### src/rtl/frame_painter.sv
// Full-frame raster painter: sweeps H_RES x V_RES pixels once per start and writes fill/ROM colours.
// Optional build macro FRAME_BORDER_EN forces BORDER_COLOUR on the outermost rows and columns.
module frame_painter #(
    parameter int             H_RES         = 160,
    parameter int             V_RES         = 120,
    parameter int             XW            = 8,
    parameter int             YW            = 7,
    parameter int             AW            = 15,
    parameter int             CW            = 3,
    parameter logic [CW-1:0]  FILL_COLOUR   = '0,
    parameter logic [CW-1:0]  KEY_COLOUR    = 3'b100,
    parameter logic [CW-1:0]  BORDER_COLOUR = 3'b111
) (
    input  logic          clk,
    input  logic          rst,
    input  logic          start,
    input  logic [1:0]    mode,
    output logic [AW-1:0] rom_addr,
    input  logic [CW-1:0] rom_a_q,
    input  logic [CW-1:0] rom_b_q,
    output logic          busy,
    output logic          done,
    output logic          wren,
    output logic [XW-1:0] x,
    output logic [YW-1:0] y,
    output logic [CW-1:0] colour
);

    localparam logic [1:0] S_IDLE  = 2'd0;
    localparam logic [1:0] S_PAINT = 2'd1;
    localparam logic [1:0] S_FLUSH = 2'd2;
    localparam logic [1:0] S_DONE  = 2'd3;

    localparam logic [XW-1:0] X_LAST = XW'(H_RES - 1);
    localparam logic [YW-1:0] Y_LAST = YW'(V_RES - 1);

    logic [1:0]    state;
    logic [1:0]    mode_lat;
    logic [XW-1:0] x_cnt;
    logic [YW-1:0] y_cnt;
    logic [AW-1:0] addr_cnt;

    logic          vld_p1;
    logic [XW-1:0] x_p1;
    logic [YW-1:0] y_p1;
    logic [CW-1:0] pix_colour;

    function automatic logic [CW-1:0] select_colour(input logic [1:0]    m,
                                                    input logic [CW-1:0] qa,
                                                    input logic [CW-1:0] qb);
        logic [CW-1:0] c;
        case (m)
            2'd0:    c = FILL_COLOUR;
            2'd1:    c = qa;
            2'd2:    c = qb;
            default: c = (qb == KEY_COLOUR) ? FILL_COLOUR : qb;
        endcase
        return c;
    endfunction

    // Stage 0: raster counters issue one pixel address per PAINT cycle
    always_ff @(posedge clk) begin
        if (!rst) begin
            state    <= S_IDLE;
            mode_lat <= 2'd0;
            x_cnt    <= '0;
            y_cnt    <= '0;
            addr_cnt <= '0;
        end else begin
            case (state)
                S_IDLE: begin
                    if (start) begin
                        state    <= S_PAINT;
                        mode_lat <= mode;
                        x_cnt    <= '0;
                        y_cnt    <= '0;
                        addr_cnt <= '0;
                    end
                end
                S_PAINT: begin
                    if (x_cnt == X_LAST) begin
                        if (y_cnt == Y_LAST) begin
                            // Counters park on the last pixel; the address never wraps
                            state <= S_FLUSH;
                        end else begin
                            x_cnt    <= '0;
                            y_cnt    <= y_cnt + YW'(1);
                            addr_cnt <= addr_cnt + AW'(1);
                        end
                    end else begin
                        x_cnt    <= x_cnt + XW'(1);
                        addr_cnt <= addr_cnt + AW'(1);
                    end
                end
                S_FLUSH: state <= S_DONE;
                default: state <= S_IDLE;
            endcase
        end
    end

    // Stage 1: coordinates delayed to line up with the registered ROM data
    always_ff @(posedge clk) begin
        if (!rst) begin
            vld_p1 <= 1'b0;
            x_p1   <= '0;
            y_p1   <= '0;
        end else begin
            vld_p1 <= (state == S_PAINT);
            x_p1   <= x_cnt;
            y_p1   <= y_cnt;
        end
    end

    always_comb begin
        pix_colour = select_colour(mode_lat, rom_a_q, rom_b_q);
`ifdef FRAME_BORDER_EN
        if (x_p1 == '0 || x_p1 == X_LAST || y_p1 == '0 || y_p1 == Y_LAST) begin
            pix_colour = BORDER_COLOUR;
        end
`endif
    end

`ifndef FRAME_BORDER_EN
    logic unused_border;
    assign unused_border = ^BORDER_COLOUR;
`endif

    assign rom_addr = addr_cnt;
    assign busy     = (state != S_IDLE);
    assign done     = (state == S_DONE);
    assign wren     = vld_p1;
    assign x        = x_p1;
    assign y        = y_p1;
    assign colour   = vld_p1 ? pix_colour : '0;

endmodule

### config.mk
export PLATFORM = sky130hd
export DESIGN_NAME = frame_painter
export DESIGN_NICKNAME = d
export VERILOG_FILES = /design/src/rtl/frame_painter.sv
export SDC_FILE = /design/constraint.sdc
export NUM_CORES = 1
export LEC_CHECK = 0
export BUFFER_PORTS_ARGS = -buffer_cell sky130_fd_sc_hd__buf_2
export CAP_MARGIN = 20
export CELL_PAD_IN_SITES_DETAIL_PLACEMENT = 0
export CELL_PAD_IN_SITES_GLOBAL_PLACEMENT = 1
export CORE_ASPECT_RATIO = 1.25
export CORE_MARGIN = 1.5
export CORE_UTILIZATION = 41
export DETAILED_ROUTE_END_ITERATION = 10
export PLACE_DENSITY = 0.76
export SLEW_MARGIN = 5
export SYNTH_ARGS = -nofsm -noshare
export SYNTH_HDL_FRONTEND = slang
export SYNTH_SLANG_ARGS = --single-unit
### constraint.sdc
create_clock -name clk -period 3.3 [get_ports clk]
set_input_delay 0.495 -clock clk [delete_from_list [all_inputs] [get_ports clk]]
set_output_delay 0.495 -clock clk [all_outputs]
set_load 0.01 [all_outputs]
### Yosys cells after proc, flatten, opt, wreduce, memory -nomap -nowiden

Index checks and enable logic that the tools add are counted.
W data, S select, Z words.

| operators by class | value |
|---|---|
| add/subtract/negate cells | 3 |
| equality and inequality tests | 13 |
| multiplexer cells | 19 |
| reduce and logical (&&, ||, !) cells | 8 |

Operator list:

| operator | number |
|---|---|
| $mux W15 | 3 |
| $pmux W15 S2 | 1 |
| $mux W8 | 3 |
| $mux W7 | 3 |
| $pmux W8 S2 | 1 |
| $add A15 B1 Y15 const B | 1 |
| $pmux W7 S2 | 1 |
| $pmux W3 S3 | 1 |
| $add A8 B1 Y8 const B | 1 |
| $eq A8 B8 Y1 const B | 1 |
| $ne A2 B2 Y1 const B | 4 |
| $add A7 B1 Y7 const B | 1 |
| $eq A7 B7 Y1 const B | 1 |
| $eq A2 B2 Y1 const B | 3 |
| $mux W2 | 3 |
| $mux W3 | 2 |
| $pmux W2 S3 | 1 |
| $reduce_and A3 Y1 | 2 |
| $eq A2 B1 Y1 const B | 2 |
| $logic_not A2 Y1 | 2 |
| $reduce_and A4 Y1 | 1 |
| $reduce_bool A2 Y1 | 2 |
| $eq A3 B3 Y1 const B | 1 |
| $ne A3 B3 Y1 const B | 1 |
| $reduce_and A2 Y1 | 1 |

| storage, ports and cells | value |
|---|---|
| bits in registers | 50 |
| input port bits | 11 |
| output and inout port bits | 36 |
| word-level logic and storage cells | 51 |

### Longest topological paths before layout

Gate-level depths: netlist of run 1.

| depth | value |
|---|---|
| depth after elaboration | 4 |
| depth in mapped cells | 8 |
| depth with buffers taken out | 7 |

### Least setup slack after synthesis of run 1

No wires, ideal clock.

| timing | value |
|---|---|
| kind | flip-flop to flip-flop |
| start point | reg x_cnt[0] |
| end point | reg addr_cnt[11], in the netlist rom_addr[11] |
| library setup time | 74 ps |
| arrival time | 1769 ps |
| required time | 3226 ps |
| setup slack | 1457 ps |
| stages on the path, launching flop included | 8 |
| path buffers | 1 |
| clock period less this slack | 1843 ps |
| cell sequence | dfxtp_1 ha_1 and4_4 and3_1 buf_6 a21o_4 or4_1 o21ai_0 |

| between the ends | value |
|---|---|
| word-level cells in the longest chain between the ends | 3 |
| elaborated cells between the ends (all ways) | 5 |
| those cells by class | eq/ne: 2; mux: 2; reduce/logical: 1 |

RTL lines:

| what | RTL line | RTL |
|---|---|---|
| from (decl) | 39 | `logic [XW-1:0] x_cnt;` |
| from (signal assigned) | 91 | `x_cnt <= x_cnt + XW'(1);` |
| $eq A8 B8 Y1 * | 81 | `if (x_cnt == X_LAST) begin` |
| $ne A3 B3 Y1 (no line) or $mux W15 (tied branches) | - |  |
| $reduce_and A3 Y1 (no line) or $pmux W15 S2 (tied branches) | - |  |
| to (signal assigned) | 88 | `addr_cnt <= addr_cnt + AW'(1);` |
| to (signal assigned) | 92 | `addr_cnt <= addr_cnt + AW'(1);` |
| to (decl) | 41 | `logic [AW-1:0] addr_cnt;` |

Mark *: on every way between the ends. The rest lies on a longest branch, timed or not.
A chain may end at the register's enable or synchronous reset.

### Worst setup path after layout of run 1

| timing | value |
|---|---|
| start point | reg state[0] |
| end point | reg addr_cnt[6], in the netlist rom_addr[6] |

| between the ends | value |
|---|---|
| word-level cells in the longest chain between the ends | 3 |
| elaborated cells between the ends (all ways) | 7 |
| those cells by class | eq/ne: 3; mux: 1; reduce/logical: 3 |

RTL lines:

| what | RTL line | RTL |
|---|---|---|
| from (decl) | 37 | `logic [1:0] state;` |
| from (signal assigned) | 64 | `state <= S_IDLE;` |
| from (signal assigned) | 73 | `state <= S_PAINT;` |
| from (signal assigned) | 84 | `state <= S_FLUSH;` |
| $eq A2 B1 Y1 or $logic_not A2 Y1 (tied branches) | 70 | `case (state)` |
| $ne A3 B3 Y1 (no line) (tied with other cells) | - |  |
| $reduce_and A3 Y1 (no line) | - |  |

Parallel ways exist; a longest one is shown, timed or not.

==> results.yml, run 1 <==
floorplanning:
  die_y_microns: 87.1
  fp.dieW_microns: 70.3
  core_sq_um: 5440
  ios: 47
  rows: 30
  die_area_sq_um: 6120
  start_util: 0.426
global_route:
  grt_first_pass_wirelength_microns: 9290
  track_usage: 0.191
  grt_pass1_vias: 2031
  grt_max_degree: 28
  grt_overflow: 0
  antenna_found_initial: 0
synth:
  synth_edf_count: 0
  synth-seq-cells: 50
  syn-cell-area_sq_um: 2320
  syn-num-nets: 296
  synth_area_leaders: "dfxtp_1, nand2_1, a21oi_1, o21ai_0, ha_1"
  ys_warn_count: 0
  ys.flop_type: "dfxtp_1"
  async_flop_share: 0
  synthDistinctLibCells: 46
  yosysTopAreaCell: "dfxtp_1"
  avgSynthCellArea_sq_um: 8.34
  ys_seq_area_frac: 0.432
  synth_top_area_frac: 0.432
  synth_cells: 278
sta:
  hold_viol_final: 0
  drv_slew: 0
  post-route-min-period_ps: 2230
  slew_headroom: 0.533
  clock.fmax_ghz: 0.449
  fin_skew_ps: 5.52
  setup_violations: 0
  timing.final.crit_share: 0.676
  worstMarginPinSlew_ps: 697
  setup_tns_ps: 0
  rsz0062_at_grt: "no"
placement:
  place_congestion: 0.820
  hpwl_microns: 4140
  placed_area_sq_um: 2580
  dpl.cell_count: 379
  port_buffers: 46
clocking:
  cts_root_buf: "clkbuf_8"
  ctsHtreeMaxLevel: 2
  cts_hold_buffers: 0
  clk_pin_slew_ps: 90
  clk_latency_ps: 300
  cts_max_path_buffers: 2
  post_cts_buffers: 0
  cts_sinks: 50
  cts_buffers: 5
  cts_tree: "done"
  ctsResizeCount: 0
setup_path:
  startpoint_type: "flip-flop"
  critPathMaxFanout: 8
  crit_type: "flip-flop to flip-flop"
  crit_required_ps: 3500
  end_kind: "flip-flop"
  arrival_ps: 2430
cells_and_area:
  nFillCells: 560
  area_delta_synth_final_pct: 15.2
  final_cell_count_no_fill: 387
  final_nets: 340
  final_common_cell: "dfxtp_1"
  stdcell_area_sq_um: 2670
  diodes: 0
  ff_latch_area_sq_um: 1000
  multi_input_area_sq_um: 1220
  drive_gt1_frac: 0.198
  final_cell_mix: "dfxtp_1, buf_2, nand2_1, a21oi_1, o21ai_0"
drt:
  drtPass1Iterations: 4
  viasPerCell: 5.64
  vias: 2181
  ant_nets: 0
  avgRoutedWirePerCell_microns: 14.9
  drc: 0
  routed_wl_microns: 5780
  drt-initial-drc-count: 141
outcome:
  status: "finished clean"
flow_run:
  cap_violations: 0
power:
  design_power_total_mw: 1.66
  vdd_ir_drop_max_v: 0.000217
  power_leakage_nw: 1.13
  powerDensity_nw_per_um2: 621
worst_hold_path:
  hold_class: "primary input to flip-flop"
[registers in the layout, indices dropped and copies added, names as in the netlist]
name      flops
mode_lat      2
rom_addr     15
state         2
wren          1
x             8
x_cnt         8
y             7
y_cnt         7
[through the flow]
step	util	hold WS, ps	worst slack, ps
finish	0.491	459	1070
global route	0.491	453	822
CTS	0.491	449	1080
detailed placement	0.474	464	1110
global placement	0.474	458	1150
floorplan	-	435	1460
[worst paths after layout]
path	cells after the start	to	startpoint	slack [ps]
worst min-delay path	3	mode_lat[1]$_SDFFE_PN0P_	mode[1]	460
worst max register to register	7	rom_addr[6]$_SDFFE_PN0P_	state[0]$_SDFFE_PN0P_	1070
worst min register to register	2	mode_lat[0]$_SDFFE_PN0P_	mode_lat[0]$_SDFFE_PN0P_	470
worst max-delay path	7	rom_addr[6]$_SDFFE_PN0P_	state[0]$_SDFFE_PN0P_	1070
[worst max-delay path, cell delays in order, from the launching register on]
cell	delay, ps
dfxtp_1	390
inv_1	80
ha_1	300
nand2b_1	230
o21ai_0	230
a31oi_1	590
a31oi_1	180
o21a_1	140
[cells in the mapped netlist, drive strengths merged, types with 2 or more instances]
cell    number
dfxtp       50
nand2       39
a21oi       22
o21ai       19
nor2        18
nand3       15
and2        14
a31oi        9
and3         8
inv          8
clkbuf       7
ha           7
nand4        7
nor3         5
or4          5
buf          4
nor2b        4
mux2i        3
o21a         3
a21o         2
a22oi        2
and4         2
nor4         2
o211a        2
o211ai       2
o22ai        2
o311ai       2
o31ai        2
or3          2
[routing by layer]
layer	vias up	routed length (microns)	GRT usage	part of all wire
met5	-	0	0	0
met4	0	72	0.0734	0.012
met3	6	236	0.0324	0.041
met2	52	3040	0.354	0.53
met1	1033	2430	0.217	0.42
li1	1090	-	-	-
[area by class of cell]
cell class / instances / share of cell area
Sequential cell: 50 / 0.375
Timing Repair Buffer: 48 / 0.0918
Tap cell: 64 / 0.0300
Clock buffer: 7 / 0.0323
Inverter: 9 / 0.0127
Clock inverter: 1 / 0.00187
Multi-Input combinational cell: 208 / 0.456
[power breakdown]
group          switching, mW  total [mW]  internal (mW)
combinational          0.416       0.607          0.191
clock                  0.196       0.365          0.170
sequential            0.0409       0.685          0.644
total                  0.652        1.66           1.00
[cell families (layout without fill, tap and decap cells)]
family                     after synthesis  in the layout  synth area share
buffers and inverters                   20             65            0.0426
DFF                                     50             50             0.432
muxes                                    3              3            0.0130
AOI/OAI and AO/OA                       73             73             0.196
adders and majority gates                7              7            0.0378
and+or+nand+nor                        125            125             0.279
No activity file was read; power rests on OpenSTA's default activity.
==> run 2: changes to the inputs <==
--- a/config.mk
+++ b/config.mk
@@ -11,9 +11,9 @@
 export CELL_PAD_IN_SITES_GLOBAL_PLACEMENT = 1
 export CORE_ASPECT_RATIO = 1.25
 export CORE_MARGIN = 1.5
-export CORE_UTILIZATION = 41
+export CORE_UTILIZATION = 40
 export DETAILED_ROUTE_END_ITERATION = 10
-export PLACE_DENSITY = 0.76
+export PLACE_DENSITY = 0.75
 export SLEW_MARGIN = 5
 export SYNTH_ARGS = -nofsm -noshare
 export SYNTH_HDL_FRONTEND = slang
==> constraint.sdc (replaced) <==
create_clock -name clk -period 2.1 [get_ports clk]
set_input_delay 0.315 -clock clk [delete_from_list [all_inputs] [get_ports clk]]
set_output_delay 0.315 -clock clk [all_outputs]
set_load 0.01 [all_outputs]
==> run 2 against run 1 <==
Via count grew 1.1%. Sequential share of layout area down 1.5 points. Register-to-register slack worse by 920 ps. Final cell count is 3.6% higher. Critical endpoint is now x_cnt[4]$_SDFFE_PN0P_. Largest cell class unchanged. Largest power group is now combinational cells.
==> results.yml, run 2 (synthesis results as in run 1) <==
outcome:
  status: "finished clean"
setup_path:
  arrival_ps: 2140
  cpLargestDelayFamily: "buffers and inverters"
  crit_buf_inv: 3
  crit_required_ps: 2290
  max_stage_delay_ps: 390
  reg2reg_depth: 9
  r2r_slack_ps: 160
  cp_slowest_cell: "dfxtp_1"
  startpoint_type: "flip-flop"
  path_cells: "inv_1 -> ha_1 -> nand2b_1 -> o21ai_0 -> buf_4 -> a31oi_1 -> buf_4 -> nand2_1 -> a21o_1"
  path_common_cell: "buf_4"
  r2r-start: "state[0]$_SDFFE_PN0P_"
  crit_type: "flip-flop to flip-flop"
  r2r-end: "x_cnt[4]$_SDFFE_PN0P_"
  end_kind: "flip-flop"
  critPathMaxFanout: 8
cells_and_area:
  stdcell_area_sq_um: 2780
  final_common_cell: "dfxtp_1"
  largest_reg_flops: 15
  final_cell_mix: "dfxtp_1, buf_2, nand2_1, a21oi_1, o21ai_0"
  diodes: 0
  drive_gt1_frac: 0.237
  final_nets: 356
  area_delta_synth_final_pct: 20.0
clocking:
  clk_latency_ps: 300
  cts_tree: "done"
  cts_root_buf: "clkbuf_8"
  cts_buffers: 5
  ctsHtreeMaxLevel: 2
  cts_sinks: 50
  cts_max_path_buffers: 2
  clk_pin_slew_ps: 80
sta:
  fin_ws_ps: 155
  hold_viol_final: 0
  fin_skew_ps: 9.63
  hold-worst-slack_ps: 281
  setup_tns_ps: 0
  post-route-min-period_ps: 1940
  worstMarginPinSlew_ps: 463
  slew_headroom: 0.689
  timing.final.crit_share: 0.926
  rsz0062_at_grt: "no"
  clock.fmax_ghz: 0.514
  drv_slew: 0
  setup_violations: 0
worst_hold_path:
  hold_class: "primary input to flip-flop"
  min_from: "mode[1]"
  hold_depth: 3
  hold-path-endpoint: "mode_lat[1]$_SDFFE_PN0P_"
floorplanning:
  rows: 30
  start_util: 0.420
  ios: 47
  core_sq_um: 5520
  die_y_microns: 88.1
  die_area_sq_um: 6260
  fp.dieW_microns: 71.1
power:
  power_leakage_nw: 1.21
  design_power_total_mw: 2.79
  vdd_ir_drop_max_v: 0.000488
  powerDensity_nw_per_um2: 1000
drt:
  ant_nets: 0
  vias: 2206
  viasPerCell: 5.50
  drtPass1Iterations: 4
  routed_wl_microns: 5740
  drt-initial-drc-count: 100
  drc: 0
  avgRoutedWirePerCell_microns: 14.3
global_route:
  track_usage: 0.194
  grt_pass1_vias: 2024
  grt_max_degree: 25
  grt_overflow: 0
  grt_first_pass_wirelength_microns: 9630
  antenna_found_initial: 0
placement:
  pre_cts_slack_ps: 111
  hpwl_microns: 4310
  port_buffers: 46
  placed_area_sq_um: 2700
  place_congestion: 0.843
flow_run:
  cap_violations: 0
## run 2: changes by cell type in the layout (fill, tap and decap cells not counted)
cell and delta:
buf_4 +16, and3_2 +1, and3_1 -1, clkbuf_1 -1
clkinv_2 -1
## run 2: per-stage QoR
stage          std cells   util
2_1_floorplan        278      -
3_3_place_gp         395  0.489
3_5_place_dp         395  0.489
4_1_cts              401  0.504
5_1_grt              401  0.504
6_report             401  0.504
## run 2: area by class of cell
cell class | instances | area [sq um]
fillers | 554 | 2740
multi-input cells | 208 | 1220
flip-flops and latches | 50 | 1000
repair buffers | 64 | 365
clock buffers | 6 | 82.6
well taps | 64 | 80.1
inverters | 9 | 33.8
## run 2: worst max-delay path by stage
stage	startpoint	end	slack [ps]	cells past startpoint
after floorplan	x_cnt[0]$_SDFFE_PN0P_	rom_addr[9]$_SDFFE_PN0P_	260	7
after global placement	x_cnt[1]$_SDFFE_PN0P_	y_cnt[3]$_SDFFE_PN0P_	180	7
after detailed placement	x_cnt[1]$_SDFFE_PN0P_	y_cnt[3]$_SDFFE_PN0P_	110	7
after CTS	x_cnt[1]$_SDFFE_PN0P_	y_cnt[3]$_SDFFE_PN0P_	100	7
after global routing	state[0]$_SDFFE_PN0P_	x_cnt[6]$_SDFFE_PN0P_	7	8
final	state[0]$_SDFFE_PN0P_	x_cnt[4]$_SDFFE_PN0P_	160	9
## run 2: timing repair
action                                  CTS  global route
gates resized for setup                   0             1
endpoints found under the setup margin    0             8
setup buffers                             0             0
hold buffers                              0             0
## run 2: worst min-delay path, stage by stage
cell and delay, ps:
buf_2 100, nand3_1 60, a21oi_1 50
## run 2: where the power goes
| group | switching (mW) | internal (mW) | leakage [nW] |
|---|---|---|---|
| registers | 0.0572 | 1.01 | 0.404 |
| clock network | 0.294 | 0.255 | 0.0431 |
| logic | 0.718 | 0.457 | 0.759 |
## run 2: per-layer routing
metal	vias up	global-route usage	share of wire
met2	49	0.330	0.49
met3	7	0.0414	0.038
li1	1126	-	-
met1	1024	0.246	0.46
met4	0	0.0669	0.013
met5	-	0	0
==> run 3: changes to the inputs <==
--- a/config.mk
+++ b/config.mk
@@ -10,7 +10,6 @@
 export CELL_PAD_IN_SITES_DETAIL_PLACEMENT = 0
 export CELL_PAD_IN_SITES_GLOBAL_PLACEMENT = 1
 export CORE_ASPECT_RATIO = 1.25
-export CORE_MARGIN = 1.5
 export CORE_UTILIZATION = 40
 export DETAILED_ROUTE_END_ITERATION = 10
 export PLACE_DENSITY = 0.75
==> run 3 against run 2 <==
Via count decreased by 0.45%. Combinational power is 4% lower. Wire length up 1.0%. Critical path depth fell by 3. Final cell count down 0.75%. Core utilization shrank 0.50 points. Sequential share of layout area increased by 0.36 points. Clock power shrank 3%. Critical path type unchanged. Design area is 0.99% lower. Largest cell class unchanged. Count of clock-buffer cells in the layout is 1 higher. Largest power group unchanged.
==> results.yml, run 3 (synthesis results as in run 1) <==
outcome:
  status: "finished clean"
cells_and_area:
  final_cell_mix: "dfxtp_1, buf_2, nand2_1, a21oi_1, o21ai_0"
  final_nets: 352
  area_delta_synth_final_pct: 18.8
  final_common_cell: "dfxtp_1"
  drive_gt1_frac: 0.225
  largest_reg_flops: 15
  stdcell_area_sq_um: 2760
  diodes: 0
  nFillCells: 548
  ff_latch_area_sq_um: 1000
  multi_input_area_sq_um: 1230
sta:
  rsz0062_at_grt: "no"
  slew_headroom: 0.691
  drv_slew: 0
  fin_skew_ps: 4.33
  worstMarginPinSlew_ps: 459
  post-route-min-period_ps: 1970
  hold_viol_final: 0
  clock.fmax_ghz: 0.507
  setup_tns_ps: 0
  setup_violations: 0
  timing.final.crit_share: 0.939
drt:
  ant_nets: 0
  vias: 2196
  routed_wl_microns: 5790
  viasPerCell: 5.52
  drt-initial-drc-count: 131
  drtPass1Iterations: 4
  drc: 0
  avgRoutedWirePerCell_microns: 14.6
floorplanning:
  die_y_microns: 87.1
  core_sq_um: 5520
  start_util: 0.420
  ios: 47
  die_area_sq_um: 6110
  fp.dieW_microns: 70.1
  rows: 30
setup_path:
  crit_buf_inv: 0
  r2r-start: "x_cnt[1]$_SDFFE_PN0P_"
  cp_slowest_cell: "or4_1"
  crit_type: "flip-flop to flip-flop"
  startpoint_type: "flip-flop"
  critPathMaxFanout: 10
  max_stage_delay_ps: 410
  startpoint: "x_cnt[1]$_SDFFE_PN0P_"
  cpLargestDelayFamily: "simple AND/OR/NAND/NOR gates"
  crit_required_ps: 2330
  end_kind: "flip-flop"
  arrival_ps: 2200
  path_cells: "ha_1 -> and4_4 -> and3_2 -> a21o_4 -> or4_1 -> a21oi_1"
clocking:
  cts_buffers: 5
  cts_tree: "done"
  cts_max_path_buffers: 2
  cts_hold_buffers: 0
  cts_sinks: 50
  ctsResizeCount: 0
  cts_root_buf: "clkbuf_8"
  ctsHtreeMaxLevel: 2
  post_cts_buffers: 0
  clk_latency_ps: 300
  clk_pin_slew_ps: 90
global_route:
  grt_overflow: 0
  grt_pass1_vias: 1870
  grt_max_degree: 21
  track_usage: 0.190
  antenna_found_initial: 0
  grt_first_pass_wirelength_microns: 9260
power:
  powerDensity_nw_per_um2: 991
  power_leakage_nw: 1.18
  design_power_total_mw: 2.73
  vdd_ir_drop_max_v: 0.000372
placement:
  hpwl_microns: 4220
  placed_area_sq_um: 2670
  port_buffers: 46
  place_congestion: 0.877
worst_hold_path:
  min_from: "mode[1]"
  hold_class: "primary input to flip-flop"
flow_run:
  cap_violations: 0
## run 3: cell types whose count changed in the layout (fill, tap and decap cells not counted)
cell,delta
a31o_2,-1
a31o_4,+1
clkbuf_8,-1
clkbuf_1,+2
buf_4,-4
## run 3: final cells by class
class / count / share of cell area
Inverter: 9 / 0.0123
Multi-Input combinational cell: 208 / 0.446
Tap cell: 64 / 0.0291
Timing Repair Buffer: 60 / 0.122
Sequential cell: 50 / 0.363
Clock buffer: 7 / 0.0277
## run 3: where the power goes
part           internal, mW  switching [mW]
Clock                 0.230           0.300
Sequential             1.01          0.0533
Combinational         0.432           0.702
## run 3: layer usage
layer	track usage	up-vias	routed length, microns
met5	0	-	0
met4	0.0600	0	89
met3	0.0301	7	239
met2	0.333	54	2840
met1	0.240	1025	2620
li1	-	1110	-
## run 3: through the flow
step,hold slack [ps],utilization,worst slack (ps),cells
3_5_place_dp,460,0.484,74.9,391
6_report,265,0.499,129,398
2_1_floorplan,435,-,257,278
3_3_place_gp,454,0.484,139,391
4_1_cts,262,0.498,60.0,398
5_1_grt,267,0.499,0.854,398
## run 3: path summary, 6_finish.rpt
path | end | slack [ps] | cells past startpoint
worst max register to register | rom_addr[7]$_SDFFE_PN0P_ | 130 | 6
worst min-delay path | mode_lat[1]$_SDFFE_PN0P_ | 270 | 3
worst min register to register | mode_lat[0]$_SDFFE_PN0P_ | 470 | 2
worst max-delay path | rom_addr[7]$_SDFFE_PN0P_ | 130 | 6
## run 3: worst min-delay path, cell delays in order
cell and delay [ps]:
buf_2 100, nand3_1 50, a21oi_1 50
